`config.mk`:
```
export PLATFORM = sky130hd
export DESIGN_NAME = pim_shift_add_acc
export DESIGN_NICKNAME = d
export VERILOG_FILES = /design/src/rtl/pim_shift_add_acc.sv
export SDC_FILE = /design/constraint.sdc
export NUM_CORES = 1
export LEC_CHECK = 0
export BUFFER_PORTS_ARGS = -buffer_cell sky130_fd_sc_hd__buf_2
export CORE_ASPECT_RATIO = 1.2
export CORE_MARGIN = 4
export CORE_UTILIZATION = 50
export CTS_BUF_LIST = sky130_fd_sc_hd__clkbuf_2 sky130_fd_sc_hd__clkbuf_4 sky130_fd_sc_hd__clkbuf_8
export CTS_CLUSTER_SIZE = 30
export DETAILED_ROUTE_END_ITERATION = 10
export PLACE_DENSITY = 0.7
export SETUP_SLACK_MARGIN = 0.5
export SYNTH_ARGS = -nofsm -noshare
export SYNTH_HDL_FRONTEND = slang
export SYNTH_SLANG_ARGS = --single-unit
```
`constraint.sdc`:
```
create_clock -name clk -period 3.85 [get_ports clk]
set_input_delay 0.9625 -clock clk [delete_from_list [all_inputs] [get_ports clk]]
set_output_delay 0.9625 -clock clk [all_outputs]
set_load 0.05 [all_outputs]
```
`src/rtl/pim_shift_add_acc.sv`:
```
// pim_shift_add_acc
// Bit-serial shift-and-add accumulator fed by the four ADC partial sums
// (HH/HL/LH/LL) of the conv_top crossbar quad. One beat per input bit
// position; after BITS beats a saturated result is offered on a
// valid/ready output that holds until the consumer takes it.

module pim_shift_add_acc #(
   parameter int ADC_P   = 4,
   parameter int INPUT_P = 16,
   parameter int OUT_P   = 32,
   localparam int BITS   = INPUT_P / 2,
   localparam int IDX_W  = (BITS > 1) ? $clog2(BITS) : 1
) (
   input  logic               clk,
   input  logic               rst,
   input  logic               clear,
   input  logic               in_valid,
   output logic               in_ready,
   input  logic [ADC_P-1:0]   adc_hh,
   input  logic [ADC_P-1:0]   adc_hl,
   input  logic [ADC_P-1:0]   adc_lh,
   input  logic [ADC_P-1:0]   adc_ll,
   output logic               out_valid,
   input  logic               out_ready,
   output logic [OUT_P-1:0]   out_data,
   output logic               out_ovf,
   output logic [IDX_W-1:0]   bit_idx
);

   // Accumulator is wide enough that the largest possible BITS-beat sum
   // never wraps; saturation is decided on a copy extended past OUT_P.
   localparam int ACC_W = ADC_P + INPUT_P + BITS + 2;
   localparam int EXT_W = ((ACC_W > OUT_P) ? ACC_W : OUT_P) + 1;

   typedef enum logic [1:0] {
      S_IDLE,
      S_ACCUM,
      S_OUT
   } state_t;

   state_t             state;
   state_t             state_nxt;
   logic [ACC_W-1:0]   acc;
   logic [ACC_W-1:0]   acc_nxt;
   logic [ACC_W-1:0]   term;
   logic [ACC_W-1:0]   sum;
   logic [EXT_W-1:0]   sum_ext;
   logic               sat;
   logic               accept;
   logic               last_beat;
   logic [IDX_W-1:0]   idx_nxt;
   logic               out_valid_nxt;
   logic [OUT_P-1:0]   out_data_nxt;
   logic               out_ovf_nxt;

   // A beat is only taken outside OUT, and never in a cycle that clear aborts.
   assign in_ready  = (state != S_OUT) && !clear;
   assign accept    = in_valid && in_ready;
   assign last_beat = (bit_idx == IDX_W'(BITS - 1));

   // Weight the four partial sums by their H/L halves, then by bit position
   // and fold into the running sum (a fresh result starts from zero in IDLE).
   always_comb begin
      term = (ACC_W'(adc_hh) << INPUT_P)
           + ((ACC_W'(adc_hl) + ACC_W'(adc_lh)) << (INPUT_P / 2))
           + ACC_W'(adc_ll);
      if (state == S_ACCUM) begin
         sum = acc + (term << bit_idx);
      end else begin
         sum = term;
      end
      sum_ext = EXT_W'(sum);
      sat     = |(sum_ext >> OUT_P);
   end

   // Next-state and next-register values; clear overrides everything else.
   always_comb begin
      state_nxt     = state;
      acc_nxt       = acc;
      idx_nxt       = bit_idx;
      out_valid_nxt = out_valid;
      out_data_nxt  = out_data;
      out_ovf_nxt   = out_ovf;
      if (clear) begin
         state_nxt     = S_IDLE;
         acc_nxt       = '0;
         idx_nxt       = '0;
         out_valid_nxt = 1'b0;
      end else begin
         case (state)
            S_IDLE, S_ACCUM: begin
               if (accept) begin
                  acc_nxt = sum;
                  if (last_beat) begin
                     idx_nxt       = '0;
                     state_nxt     = S_OUT;
                     out_valid_nxt = 1'b1;
                     out_data_nxt  = sat ? {OUT_P{1'b1}} : sum_ext[OUT_P-1:0];
                     out_ovf_nxt   = sat;
                  end else begin
                     idx_nxt   = bit_idx + IDX_W'(1);
                     state_nxt = S_ACCUM;
                  end
               end
            end
            S_OUT: begin
               if (out_ready) begin
                  out_valid_nxt = 1'b0;
                  state_nxt     = S_IDLE;
               end
            end
            default: begin
               state_nxt = S_IDLE;
            end
         endcase
      end
   end

   // State and datapath registers with asynchronous active-low reset.
   always_ff @(posedge clk or negedge rst) begin
      if (!rst) begin
         state     <= S_IDLE;
         acc       <= '0;
         bit_idx   <= '0;
         out_valid <= 1'b0;
         out_data  <= '0;
         out_ovf   <= 1'b0;
      end else begin
         state     <= state_nxt;
         acc       <= acc_nxt;
         bit_idx   <= idx_nxt;
         out_valid <= out_valid_nxt;
         out_data  <= out_data_nxt;
         out_ovf   <= out_ovf_nxt;
      end
   end

endmodule

```
==> key figures <==
Outcome
  – Status: finished, violations left
  – Failing checks: setup timing

Die
  – Io pins: 59
  – Chip width: between 90 and 100 um
  – Die H: 116 um
  – Die Area: 11400 um^2
  – Core ar.: 9520 um^2
  – Initial Utilization: 51.3%
  – Cell Rows: 39

Setup path
  – Critical path's top delay family: compound AO/OA/AOI/OAI gates
  – CP Class: in2reg
  – Crit path buf inv count: 1
  – CP Max Fanout: 7
  – Crit path cell chain: buf_6, ha_4, fa_2, a21o_1, a21o_1, nor2_1, a21oi_1, o21ai_2, o21ai_1, ha_1, a21oi_2, o21a_1, o221ai_2, a221o_1, a31oi_4, xnor2_1, o21ai_1
  – Worst Path Arrival: 4.17 ns
  – CP max stage delay: 0.37 ns
  – CP max stage cell: ha_1
  – Startpoint types: primary input
  – Setup crit end kind: flip-flop
  – CP Data Required Time: 4.08 ns

Synth
  – Library cells used by synthesis: 55
  – Ys Warns: 0
  – Synth Area per Inst: 8.28 um^2
  – Synth Register Bits: 66
  – Syn Inst Count: 590
  – Cell area after synthesis: 4890 um^2
  – Synth Flop Type: dfrtp_1
  – Asr flop ratio synth: 100%
  – Post-synth EDFFs: 0
  – Sequential area share after synthesis: 33.8%

Timing
  – Slew margin rel.: 14.9%
  – Final setup vio count: 13
  – Worst hold margin: approximately 0.48 ns
  – Worst Skew: 0.0136 ns
  – Minimum clock period after layout: 3.94 ns
  – Setup TNS: -0.635 ns
  – Max Clock Freq: 254 MHz
  – Final Hold Vio Count: 0
  – Share of the clock period used by the worst path after layout: 102%
  – Final worst setup slack: -0.0887 ns
  – Max Slew Vio Count: 0
  – RSZ-0062 raised after global routing: true
  – Worst slew pin tran: between 1 and 1.5 ns

Global routing
  – Initial antenna violation count: 0
  – Total Routing Usage GR: between 30% and 40%
  – First-pass GRT wire length: roughly 27000 um
  – Largest net degree at the start of global routing: 45
  – Congestion Overflow GR: 0
  – Vias in the first global route: 5335

Detailed routing
  – Post-DR vias/cell: 6.04
  – Vias: 5321
  – Drt wl/cell: slightly below 20 um
  – Pre-Repair DR Iteration Count: 5
  – WL final: 17400 um
  – Drt drc: 0
  – First DRT Iteration DRCs: 330
  – Post-DRT Antenna Nets: 0

Layout
  – Antenna Cells: 0
  – Post-Layout Cell Count: around 880
  – Design area: approximately 7100 um^2
  – Layout area overhead: 44.3%
  – Fill cell count: between 700 and 800
  – Final net count: about 810
  – Layout cells sized above 1: 39.4%

Job
  – Max Cap Viol: 0

Clocking
  – Htree depth: 3
  – Clock root buffer master: clkbuf_8
  – TritonCTS clock tree: done
  – Clk buf depth: 2
  – CTS sink count: between 60 and 70
  – Worst-path clk slew: 0.08 ns
  – Later-pin clock latency in the skew report: about 0.37 ns
  – Hold_buf cts: 0
  – CTS buffer count: 9

Placed design
  – Post-place instance area: 6040 um^2
  – Cells after DPL: 838
  – Input/output buffers: 55
  – Dpl hpwl: 12500 um
  – Routability Congestion: ~1

Power
  – Cell-internal power: roughly 1500 uW
  – Net Switching: between 800 and 900 uW
  – Sequential share of power: between 30% and 40%
  – Largest vdd supply drop: 178 uV
  – Combinational Power Share: 41.4%
  – Pwr per Cell Area: between 300 and 400 nW/um^2
  – Sw Ratio: a little over a third
  – Leak: 0.00337 uW
  – Clock share of power: 26.7%

Hold path
  – HP Class: reg2reg
## cell type report
type                    instances  area (um^2)  share of cell area [%]
clock buffers                  11          139                    1.97
clock inverters                 5         55.1                   0.781
inverters                      10         37.5                   0.532
multi-input cells             482         3680                    52.3
flip-flops and latches         66         1650                    23.4
well taps                     123          154                    2.18
repair buffers                184         1330                    18.9
## sequential cells by signal, indices dropped and copies added (netlist names)
register   cells
out_data      30
acc           30
bit_idx        3
state          2
out_valid      1
## stage by stage
step           utilization (%)  setup WS, ns  total power, uW
2_1_floorplan                -        -0.142             1130
3_3_place_gp              63.5        -0.495             1420
3_5_place_dp              63.5        -0.519             1430
4_1_cts                   71.2       -0.0289             2200
5_1_grt                   74.1        -0.201             2400
6_report                  74.1       -0.0887             2300
## worst min-delay path, stage by stage (launching register included)
cell and delay (ns):
dfrtp_1 0.34, nand2_1 0.05, o31ai_1 0.06
## final timing paths
check,start,endpoint,slack [ns],depth (start not counted)
hold / removal,out_data[5],out_data[5],0.48,2
setup / recovery,adc_hl[0],out_data[27],-0.09,17
hold reg to reg,out_data[5],out_data[5],0.48,2
setup reg to reg,bit_idx[1],out_data[27],0.19,12
max in group asynchronous,rst,out_data[16],2.26,2
min in group asynchronous,rst,acc[10],0.80,1
## timing repair
| action | CTS | global route |
|---|---|---|
| buffers inserted | 22 | 5 |
| pin swaps | 55 | 34 |
| resized for setup | 90 | 51 |
| hold endpoints to repair | 0 | 0 |
| setup endpoints to repair | 38 | 40 |
## metal layers
metal / part of all wire (%) / global-route usage [%] / up-vias
li1: - / - / 2473
met1: 39 / 35.0 / 2570
met3: 5.3 / 5.62 / 69
met5: 0 / 0 / -
met4: 5.6 / 17.3 / 0
met2: 50 / 53.0 / 209
## power by group through the flow
stage / Clock [uW] / Sequential, uW / Combinational (uW)
2_1_floorplan: 0 / 744 / 386
3_3_place_gp: 0 / 742 / 678
3_5_place_dp: 0 / 743 / 691
4_1_cts: 618 / 731 / 853
5_1_grt: 650 / 734 / 1020
6_report: 615 / 732 / 952
## Yosys cell counts, types with 3 or more instances
cell type	n	area share [%]
o211ai_1	3	0.46
clkbuf_1	28	2.2
a22oi_1	4	0.61
xnor2_1	14	2.5
buf_4	3	0.46
or4_1	4	0.61
xor2_1	9	1.6
and3_1	3	0.38
nand4_1	9	1.2
nor3_1	8	0.82
mux2i_1	12	2.5
nand2b_1	5	0.64
o21ai_0	68	7.0
inv_1	10	0.77
o31ai_1	4	0.61
a211oi_1	3	0.46
a21o_1	12	1.8
o21ai_1	4	0.41
ha_1	35	9.0
a22o_1	23	4.1
nor2_1	51	3.9
a32oi_1	3	0.54
o22ai_1	3	0.38
mux2_2	6	1.4
o21a_1	5	0.77
nand3_1	17	1.7
nand2_1	80	6.1
nor2b_1	7	0.90
dfrtp_1	66	34
and2_1	4	0.51
a31oi_1	4	0.51
or3_1	5	0.64
a21oi_1	46	4.7
## cell usage in the layout, fill, tap and decap left out, types with 5 or more instances in the layout
cell type    n
nand2_1     76
o21ai_1     22
o21ai_0     35
buf_6       21
dfrtp_1     66
ha_4         7
inv_1       10
o21ai_2     12
a21o_1      12
a21oi_4      7
nand4_1      9
nor2_2       6
buf_2       52
mux2_2       5
xor2_1       6
nor2b_1      6
xnor2_1      9
buf_4      111
nand2b_1     5
a22o_1      23
mux2i_1     12
a21oi_2     10
nand3_1     13
clkbuf_8     9
ha_1        27
a21oi_1     29
nor2_1      42
## cell families after synthesis
kind of cell    after synthesis  share of synthesized area (%)
compound gates              202                           26.4
simple gates                199                           18.3
flops                        66                           33.8
buf+inv                      44                           3.66
fa+ha+maj                    37                           9.78
xor+xnor                     23                           4.12
mux                          18                           3.84
other cells                   1                         0.0768
No activity file was read; power rests on OpenSTA's default activity.
